## config.mk

```make
export PLATFORM = sky130hd
export DESIGN_NAME = fifo_rd_stream
export DESIGN_NICKNAME = d
export VERILOG_FILES = /design/src/rtl/fifo_pkg.sv /design/src/rtl/fifo_rd_skid.sv /design/src/rtl/fifo_rd_stream.sv
export SDC_FILE = /design/constraint.sdc
export NUM_CORES = 1
export LEC_CHECK = 0
export BUFFER_PORTS_ARGS = -buffer_cell sky130_fd_sc_hd__buf_2
export CORE_ASPECT_RATIO = 1.75
export CORE_MARGIN = 3
export CORE_UTILIZATION = 28
export DETAILED_ROUTE_END_ITERATION = 8
export PLACE_DENSITY_LB_ADDON = 0.12
export SLEW_MARGIN = 10
export SYNTH_ARGS = -nofsm -noshare
export SYNTH_HDL_FRONTEND = slang
export SYNTH_SLANG_ARGS = --single-unit
```

## constraint.sdc

```tcl
create_clock -name clk -period 1.85 [get_ports clk]
set_input_delay 0.185 -clock clk [delete_from_list [all_inputs] [get_ports clk]]
set_output_delay 0.185 -clock clk [all_outputs]
set_load 0.02 [all_outputs]
```

## src/rtl/fifo_pkg.sv

```systemverilog
// fifo_pkg: widths shared by fifo_sync and the read-side stream adapter.
package fifo_pkg;
    localparam int DATA_W = 8;
    localparam int CNT_W  = 16;
endpackage

```

## src/rtl/fifo_rd_skid.sv

```systemverilog
// fifo_rd_skid: 2-entry in-order skid buffer; e0 is always the oldest entry.
module fifo_rd_skid
    import fifo_pkg::*;
#(
    parameter int WIDTH = DATA_W
) (
    input  logic             clk,
    input  logic             reset,
    input  logic             push,
    input  logic             pop,
    input  logic [WIDTH-1:0] din,
    output logic [WIDTH-1:0] dout,
    output logic [1:0]       occ
);
    logic [WIDTH-1:0] e0, e1;
    assign dout = e0;
    always_ff @(posedge clk or posedge reset) begin
        if (reset) begin
            occ <= '0;
            e0  <= '0;
            e1  <= '0;
        end else begin
            if (pop && occ == 2'd2) e0 <= e1;
            else if (push && (pop || occ == 2'd0)) e0 <= din;
            if (push && (occ == 2'd2 ? pop : (occ == 2'd1 && !pop))) e1 <= din;
            occ <= occ + 2'(push) - 2'(pop);
        end
    end
endmodule

```

## src/rtl/fifo_rd_stream.sv

```systemverilog
// fifo_rd_stream: drains fifo_sync into a valid/ready stream with packet framing.
module fifo_rd_stream
    import fifo_pkg::*;
#(
    parameter int WIDTH   = DATA_W,
    parameter int PKT_LEN = 4
) (
    input  logic             clk,
    input  logic             reset,
    input  logic             enable,
    input  logic             fifo_empty,
    input  logic [WIDTH-1:0] fifo_data_out,
    output logic             fifo_read_en,
    output logic             m_valid,
    input  logic             m_ready,
    output logic [WIDTH-1:0] m_data,
    output logic             m_last,
    output logic [CNT_W-1:0] words_out
);
    logic [1:0]       occ;
    logic             inflight, pop;
    logic [CNT_W-1:0] beat;
    assign m_valid = occ != 2'd0;
    assign pop     = m_valid && m_ready;
    // m_ready feeds fifo_read_en combinationally: a pop frees a slot in the same cycle.
    assign fifo_read_en = !reset && enable && !fifo_empty &&
                          ({1'b0, occ} + {2'b0, inflight} - {2'b0, pop}) < 3'd2;
    assign m_last = m_valid && beat == CNT_W'(PKT_LEN - 1);
    always_ff @(posedge clk or posedge reset) begin
        if (reset) begin
            inflight  <= 1'b0;
            beat      <= '0;
            words_out <= '0;
        end else begin
            inflight <= fifo_read_en;
            if (pop) begin
                beat      <= beat == CNT_W'(PKT_LEN - 1) ? '0 : beat + 1'b1;
                words_out <= words_out + 1'b1;
            end
        end
    end
    fifo_rd_skid #(.WIDTH(WIDTH)) u_skid (
        .clk   (clk),
        .reset (reset),
        .push  (inflight),
        .pop   (pop),
        .din   (fifo_data_out),
        .dout  (m_data),
        .occ   (occ)
    );
endmodule
```

; ---- Word-level counts from Yosys, hierarchy flattened
; Cells that the tools add are included.
[totals]
regBits = 51
latch_bits = 0
input_bits = 13
romBits = 0
elab_cells = 36
n_memories = 0
output_inout_bits = 27
ramBits = 0
[op_classes]
multipliers = 0
order_cmp = 1
bitwise_logic = 0
muxes = 4
div = 0
shift = 0
addsub = 6
eq_ne = 3
reduce_logical = 16
[ops]
columns = cell, n
row1 = $add 16x1->16 const B, 2
row2 = $eq 16x2->1 const B, 1
row3 = $mux 16, 1
row4 = $mux 8, 2
row5 = $logic_and 1x1->1, 9
row6 = $reduce_bool 2->1, 2
row7 = $add 2x1->3, 1
row8 = $logic_not 1->1, 3
row9 = $lt 3x2->1 const B, 1
row10 = $sub 3x1->3, 1
row11 = $add 2x1->2, 1
row12 = $eq 2x1->1 const B, 1
row13 = $eq 2x2->1 const B, 1
row14 = $logic_not 2->1, 1
row15 = $sub 2x1->2, 1
row16 = $logic_or 1x1->1, 1
row17 = $mux 1, 1

; ---- Longest topological paths before layout
[depth]
word_depth = 6
ltp_mapped = 8
mapped_depth_nobuf = 6

; ---- Hierarchy
; Synthesis repeated with hierarchy kept, for this count alone.
[unflattened]
cells_unflattened = 194
area_unflattened_um2 = 2426.1
[by_module_without_submodules]
columns = mod, area_each_um2, n_inst, seq_area_each_um2, cells_per_inst
row1 = fifo_rd_stream, 1562.7, 1, 825.8, 138
row2 = fifo_rd_skid, 863.3, 1, 450.4, 56

; ---- Worst setup path before layout
; Ideal clock, no wire load.
[synth_timing]
kind = register to output
start = register u_skid.occ[1]
end = output port fifo_read_en
stages_incl_launch_ff = 9
t_required_ps = 1665
n_path_buf = 2
path_slack_ps = -263
t_arrival_ps = 1928
cell_sequence = dfrtp_1 buf_4 nand3b_1 buf_2 nand2_1 ha_1 fa_1 nor2_1 and4_1
[synth_between]
elab_chain_len = 5
elab_cells_between_ends = 6
cone_classes = 2 x add/sub / 1 x order compare / 3 x reduce/logical
[synth_lines]
columns = item, line_no
row1 = "start, declared", fifo_rd_skid.sv:13  ; output logic [1:0] occ
row2 = "start signal, assigned", fifo_rd_skid.sv:26  ; occ <= occ + 2'(push) - 2'(pop);
row3 = "parallel branches: the longest is 2 deep, another holds $add 2x1->3", --
row4 = $sub 3x1->3 (*), fifo_rd_stream.sv:27  ; ({1'b0, occ} + {2'b0, inflight} - {2'b0, pop}) < 3'd2;
row5 = $lt 3x2->1 (*), fifo_rd_stream.sv:27
row6 = $logic_and 1x1->1 (*), fifo_rd_stream.sv:26  ; assign fifo_read_en = !reset && enable && !fifo_empty &&
row7 = "end, declared", fifo_rd_stream.sv:13  ; output logic fifo_read_en,
; Mark *: on every way between the ends.

; ---- Worst setup path after layout
[layout_timing]
start = register u_skid.occ[0]
end = output port fifo_read_en
; Same word-level chain as after synthesis.

==> report_table.html <==
<table>
<tr><th>Metric</th><th>Value</th></tr>
<tr><th colspan="2">Status</th></tr>
<tr><td>Result of the run</td><td>complete, but fails checks</td></tr>
<tr><td>Failing checks</td><td>setup timing</td></tr>
<tr><th colspan="2">Synth</th></tr>
<tr><td>Number of enable flip-flop cells after synthesis</td><td>0</td></tr>
<tr><td>Post-synthesis instance area</td><td>0.00229 mm2</td></tr>
<tr><td>Fraction of synthesized cell area taken by the top area cell type</td><td>0.557</td></tr>
<tr><td>Count of warnings emitted by yosys</td><td>0</td></tr>
<tr><td>Yosys top cell by area</td><td>sky130_fd_sc_hd__dfrtp_1</td></tr>
<tr><td>Synthesized netlist net count</td><td>216</td></tr>
<tr><td>Cells taking the most area after synthesis</td><td>sky130_fd_sc_hd__dfrtp_1, sky130_fd_sc_hd__xnor2_1, sky130_fd_sc_hd__mux2i_1</td></tr>
<tr><td>Syn_area_per_cell</td><td>11.5 um2</td></tr>
<tr><td>Commonest register cell after synthesis</td><td>sky130_fd_sc_hd__dfrtp_1</td></tr>
<tr><td>Syn Inst Count</td><td>199</td></tr>
<tr><td>Proportion of synthesized flip-flops having asynchronous set or reset</td><td>1.00</td></tr>
<tr><td>Register bit count reported by yosys</td><td>51</td></tr>
<tr><td>Number of distinct library cells after synthesis</td><td>30</td></tr>
<tr><td>Library cell with the highest instance count after synthesis</td><td>sky130_fd_sc_hd__dfrtp_1</td></tr>
<tr><td>Sequential area share after synthesis</td><td>0.557</td></tr>
<tr><td>List of most frequent post-synthesis cells</td><td>sky130_fd_sc_hd__dfrtp_1, sky130_fd_sc_hd__xnor2_1, sky130_fd_sc_hd__nand2_1</td></tr>
<tr><th colspan="2">Floorplan</th></tr>
<tr><td>Die Y-Extent</td><td>126 um</td></tr>
<tr><td>Std cell rows</td><td>43</td></tr>
<tr><td>Floorplan die width</td><td>74.4 um</td></tr>
<tr><td>DIE AREA</td><td>0.00935 mm2</td></tr>
<tr><td>Initial Utilization</td><td>0.288</td></tr>
<tr><td>Core Footprint</td><td>0.00796 mm2</td></tr>
<tr><td>Top-level port count</td><td>40</td></tr>
<tr><th colspan="2">CTS</th></tr>
<tr><td>Number of buffers inserted by hold repair at cts</td><td>0</td></tr>
<tr><td>H-tree Lvls</td><td>2</td></tr>
<tr><td>Number of buffers created by CTS</td><td>5</td></tr>
<tr><td>Count of clock tree sinks</td><td>51</td></tr>
<tr><td>CTS Root Cell</td><td>sky130_fd_sc_hd__clkbuf_16</td></tr>
<tr><td>Clk buf depth</td><td>2</td></tr>
<tr><td>Clock transition time at the flip-flop clock pins of the worst setup and hold paths</td><td>0.06 ns</td></tr>
<tr><td>Insertion delay of the later-clocked pin in the worst-skew pair</td><td>0.29 ns</td></tr>
<tr><td>Clock tree from TritonCTS</td><td>built</td></tr>
<tr><th colspan="2">Global routing</th></tr>
<tr><td>Global-route total usage across every layer</td><td>0.108</td></tr>
<tr><td>Global-route wire length before repair</td><td>7760 um</td></tr>
<tr><td>Number of antenna violations at the first check in global routing</td><td>0</td></tr>
<tr><td>Largest net degree at the start of global routing</td><td>52</td></tr>
<tr><td>Vias in the first global route</td><td>1690</td></tr>
<tr><td>Total congestion overflow after global routing</td><td>0</td></tr>
<tr><th colspan="2">Placed design</th></tr>
<tr><td>DP HPWL</td><td>3370 um</td></tr>
<tr><td>Routability Congestion</td><td>0.715</td></tr>
<tr><td>Port buffer count</td><td>39</td></tr>
<tr><th colspan="2">Layout</th></tr>
<tr><td>Synth-to-layout area growth</td><td>25.1%</td></tr>
<tr><td>Fill cell instance count of the final layout</td><td>842</td></tr>
<tr><td>Final core utilization</td><td>0.360</td></tr>
<tr><td>Multi-input logic area</td><td>993 um2</td></tr>
<tr><td>Sequential cell area</td><td>0.00128 mm2</td></tr>
<tr><td>Proportion of layout cells with a drive suffix above 1</td><td>0.286</td></tr>
<tr><td>Ant diodes</td><td>0</td></tr>
<tr><td>Net total in the final layout</td><td>272</td></tr>
<tr><th colspan="2">Worst hold path</th></tr>
<tr><td>Worst hold path class</td><td>in2async</td></tr>
<tr><th colspan="2">Pwr</th></tr>
<tr><td>Peak supply drop</td><td>620 uV</td></tr>
<tr><td>Power density over the cells</td><td>1360 mW/mm2</td></tr>
<tr><td>Leakage power summed over all cells</td><td>1.40 nW</td></tr>
<tr><th colspan="2">Timing</th></tr>
<tr><td>Number of hold-slack violations in the final timing report</td><td>0</td></tr>
<tr><td>Max Clock Freq</td><td>470 MHz</td></tr>
<tr><td>Time the final worst path needs with I/O delays and setup</td><td>2.13 ns</td></tr>
<tr><td>Share of the clock period used by the worst path after layout</td><td>1.15</td></tr>
<tr><td>Post-route worst setup slack</td><td>-0.278 ns</td></tr>
<tr><td>Count of pins over their slew limit</td><td>0</td></tr>
<tr><td>Largest clock skew in the final design</td><td>0.00413 ns</td></tr>
<tr><td>Setup TNS after final layout</td><td>-0.278 ns</td></tr>
<tr><td>Setup-failing EPs final</td><td>1</td></tr>
<tr><td>RSZ-0062 raised after global routing</td><td>true</td></tr>
<tr><td>Worst slew pin tran</td><td>0.666 ns</td></tr>
<tr><td>Worst max-slew margin expressed relative to the limit</td><td>0.556</td></tr>
<tr><th colspan="2">Critical path</th></tr>
<tr><td>CP required</td><td>1.66 ns</td></tr>
<tr><td>Slowest Stage Delay on Critical Path</td><td>0.43 ns</td></tr>
<tr><td>Path type of the worst setup path</td><td>reg2out</td></tr>
<tr><td>Top fanout value on the critical path</td><td>3</td></tr>
<tr><td>Crit-path slowest cell</td><td>sky130_fd_sc_hd__fa_1</td></tr>
<tr><td>Top cell family by delay on the critical path</td><td>simple AND/OR/NAND/NOR gates</td></tr>
<tr><td>Critical path startpoint category</td><td>flop</td></tr>
<tr><td>Data arrival time at the worst-slack endpoint</td><td>1.94 ns</td></tr>
<tr><td>Crit-path cells</td><td>nand3b_1 &gt; nand2_1 &gt; ha_1 &gt; fa_1 &gt; nor2_1 &gt; and4_4 &gt; buf_6</td></tr>
<tr><td>Nature of the critical path endpoint</td><td>output pin</td></tr>
<tr><td>WP buf/inv</td><td>1</td></tr>
<tr><th colspan="2">Route</th></tr>
<tr><td>Number of DRC violations after detailed-routing iteration 0</td><td>39</td></tr>
<tr><td>Wire length per cell after detailed routing</td><td>13.7 um</td></tr>
<tr><td>Total iterations of the first detailed-routing run</td><td>4</td></tr>
<tr><td>Ratio of routed vias to standard cells</td><td>4.72</td></tr>
<tr><td>Number of nets still failing antenna checks after routing</td><td>0</td></tr>
<tr><td>Number of design rule violations left after detail routing</td><td>0</td></tr>
<tr><td>Routed WL</td><td>4730 um</td></tr>
<tr><td>Total via count in the routed design</td><td>1630</td></tr>
<tr><th colspan="2">Run</th></tr>
<tr><td>Max capacitance violation total</td><td>0</td></tr>
</table>
==> layer usage <==
| layer | vias up | track usage | routed length [um] |
|---|---|---|---|
| li1 | 792 | - | - |
| met1 | 793 | 0.116 | 1860 |
| met2 | 36 | 0.186 | 2480 |
| met3 | 9 | 0.0288 | 263 |
| met4 | 0 | 0.0556 | 125 |
| met5 | - | 0 | 0 |
==> worst min-delay path, cell delays in order <==
cell                         delay, ns
sky130_fd_sc_hd__buf_2            0.11
sky130_fd_sc_hd__clkinvlp_4       0.06
sky130_fd_sc_hd__buf_4            0.54
==> stage by stage <==
stage          cells  cell area [um2]  hold slack, ns  worst slack [ns]  total power [mW]
3_5_place_dp     337             2680           0.418          -0.00326              2.96
4_1_cts          344             2840           0.110            -0.310              3.93
5_1_grt          345             2870           0.120            -0.388              4.17
2_1_floorplan    199             2310           0.238           -0.0965              2.51
3_3_place_gp     337             2680           0.414           0.00605              2.96
6_report         345             2870           0.117            -0.278              3.90
==> power by group <==
part	switching [mW]	internal (mW)	leakage, nW
sequential	0.233	1.40	0.658
combinational	0.739	0.590	0.671
clock	0.400	0.529	0.0727
==> registers in the layout, summed over array words and instances (netlist names) <==
signal       cells
beat            16
inflight         1
u_skid.dout      8
u_skid.e1        8
u_skid.occ       2
words_out       16
==> cell usage in the layout (no fill, tap or decap), drive strengths merged, types with 7 or more instances in the layout <==
master	count
mux2	8
a21oi	8
nor2	15
mux2i	9
nand3	8
dfrtp	51
nand4	11
xnor2	22
xor2	7
nand2	20
buf	54
==> logic make-up after synthesis <==
family | share of synthesized area
and+or+nand+nor | 0.174
xor gates and xnor gates | 0.111
DFF | 0.557
buffers and inverters | 0.0196
muxes | 0.0786
AOI/OAI and AO/OA | 0.0349
adders and majority gates | 0.0251
==> what timing repair did <==
action / CTS / global route
setup buffers: 0 / 1
setup endpoints to repair: 2 / 9
pin swaps: 1 / 1
gates resized for setup: 3 / 6
cloned: 0 / 0
==> final timing paths <==
path	start	end	slack, ns	cells past startpoint
max in group asynchronous	reset	beat[2]$_DFFE_PP0P_	1.25	3
max reg2reg	u_skid.occ[0]$_DFF_PP0_	u_skid.e1[6]$_DFFE_PP0P_	0.10	6
max	u_skid.occ[0]$_DFF_PP0_	fifo_read_en	-0.28	7
min in group clk	fifo_data_out[2]	u_skid.e1[2]$_DFFE_PP0P_	0.12	2
min reg2reg	words_out[15]$_DFFE_PP0P_	words_out[15]$_DFFE_PP0P_	0.46	1
min	reset	u_skid.occ[1]$_DFF_PP0_	0.12	3
==> area by class of cell <==
| type | count | area share |
|---|---|---|
| multi-input cells | 139 | 0.347 |
| flip-flops and latches | 51 | 0.446 |
| clock buffers | 6 | 0.0485 |
| well taps | 90 | 0.0393 |
| clock inverters | 1 | 0.00175 |
| inverters | 4 | 0.00655 |
| repair buffers | 54 | 0.112 |
Note: power is estimated with default switching activity, not from simulation.
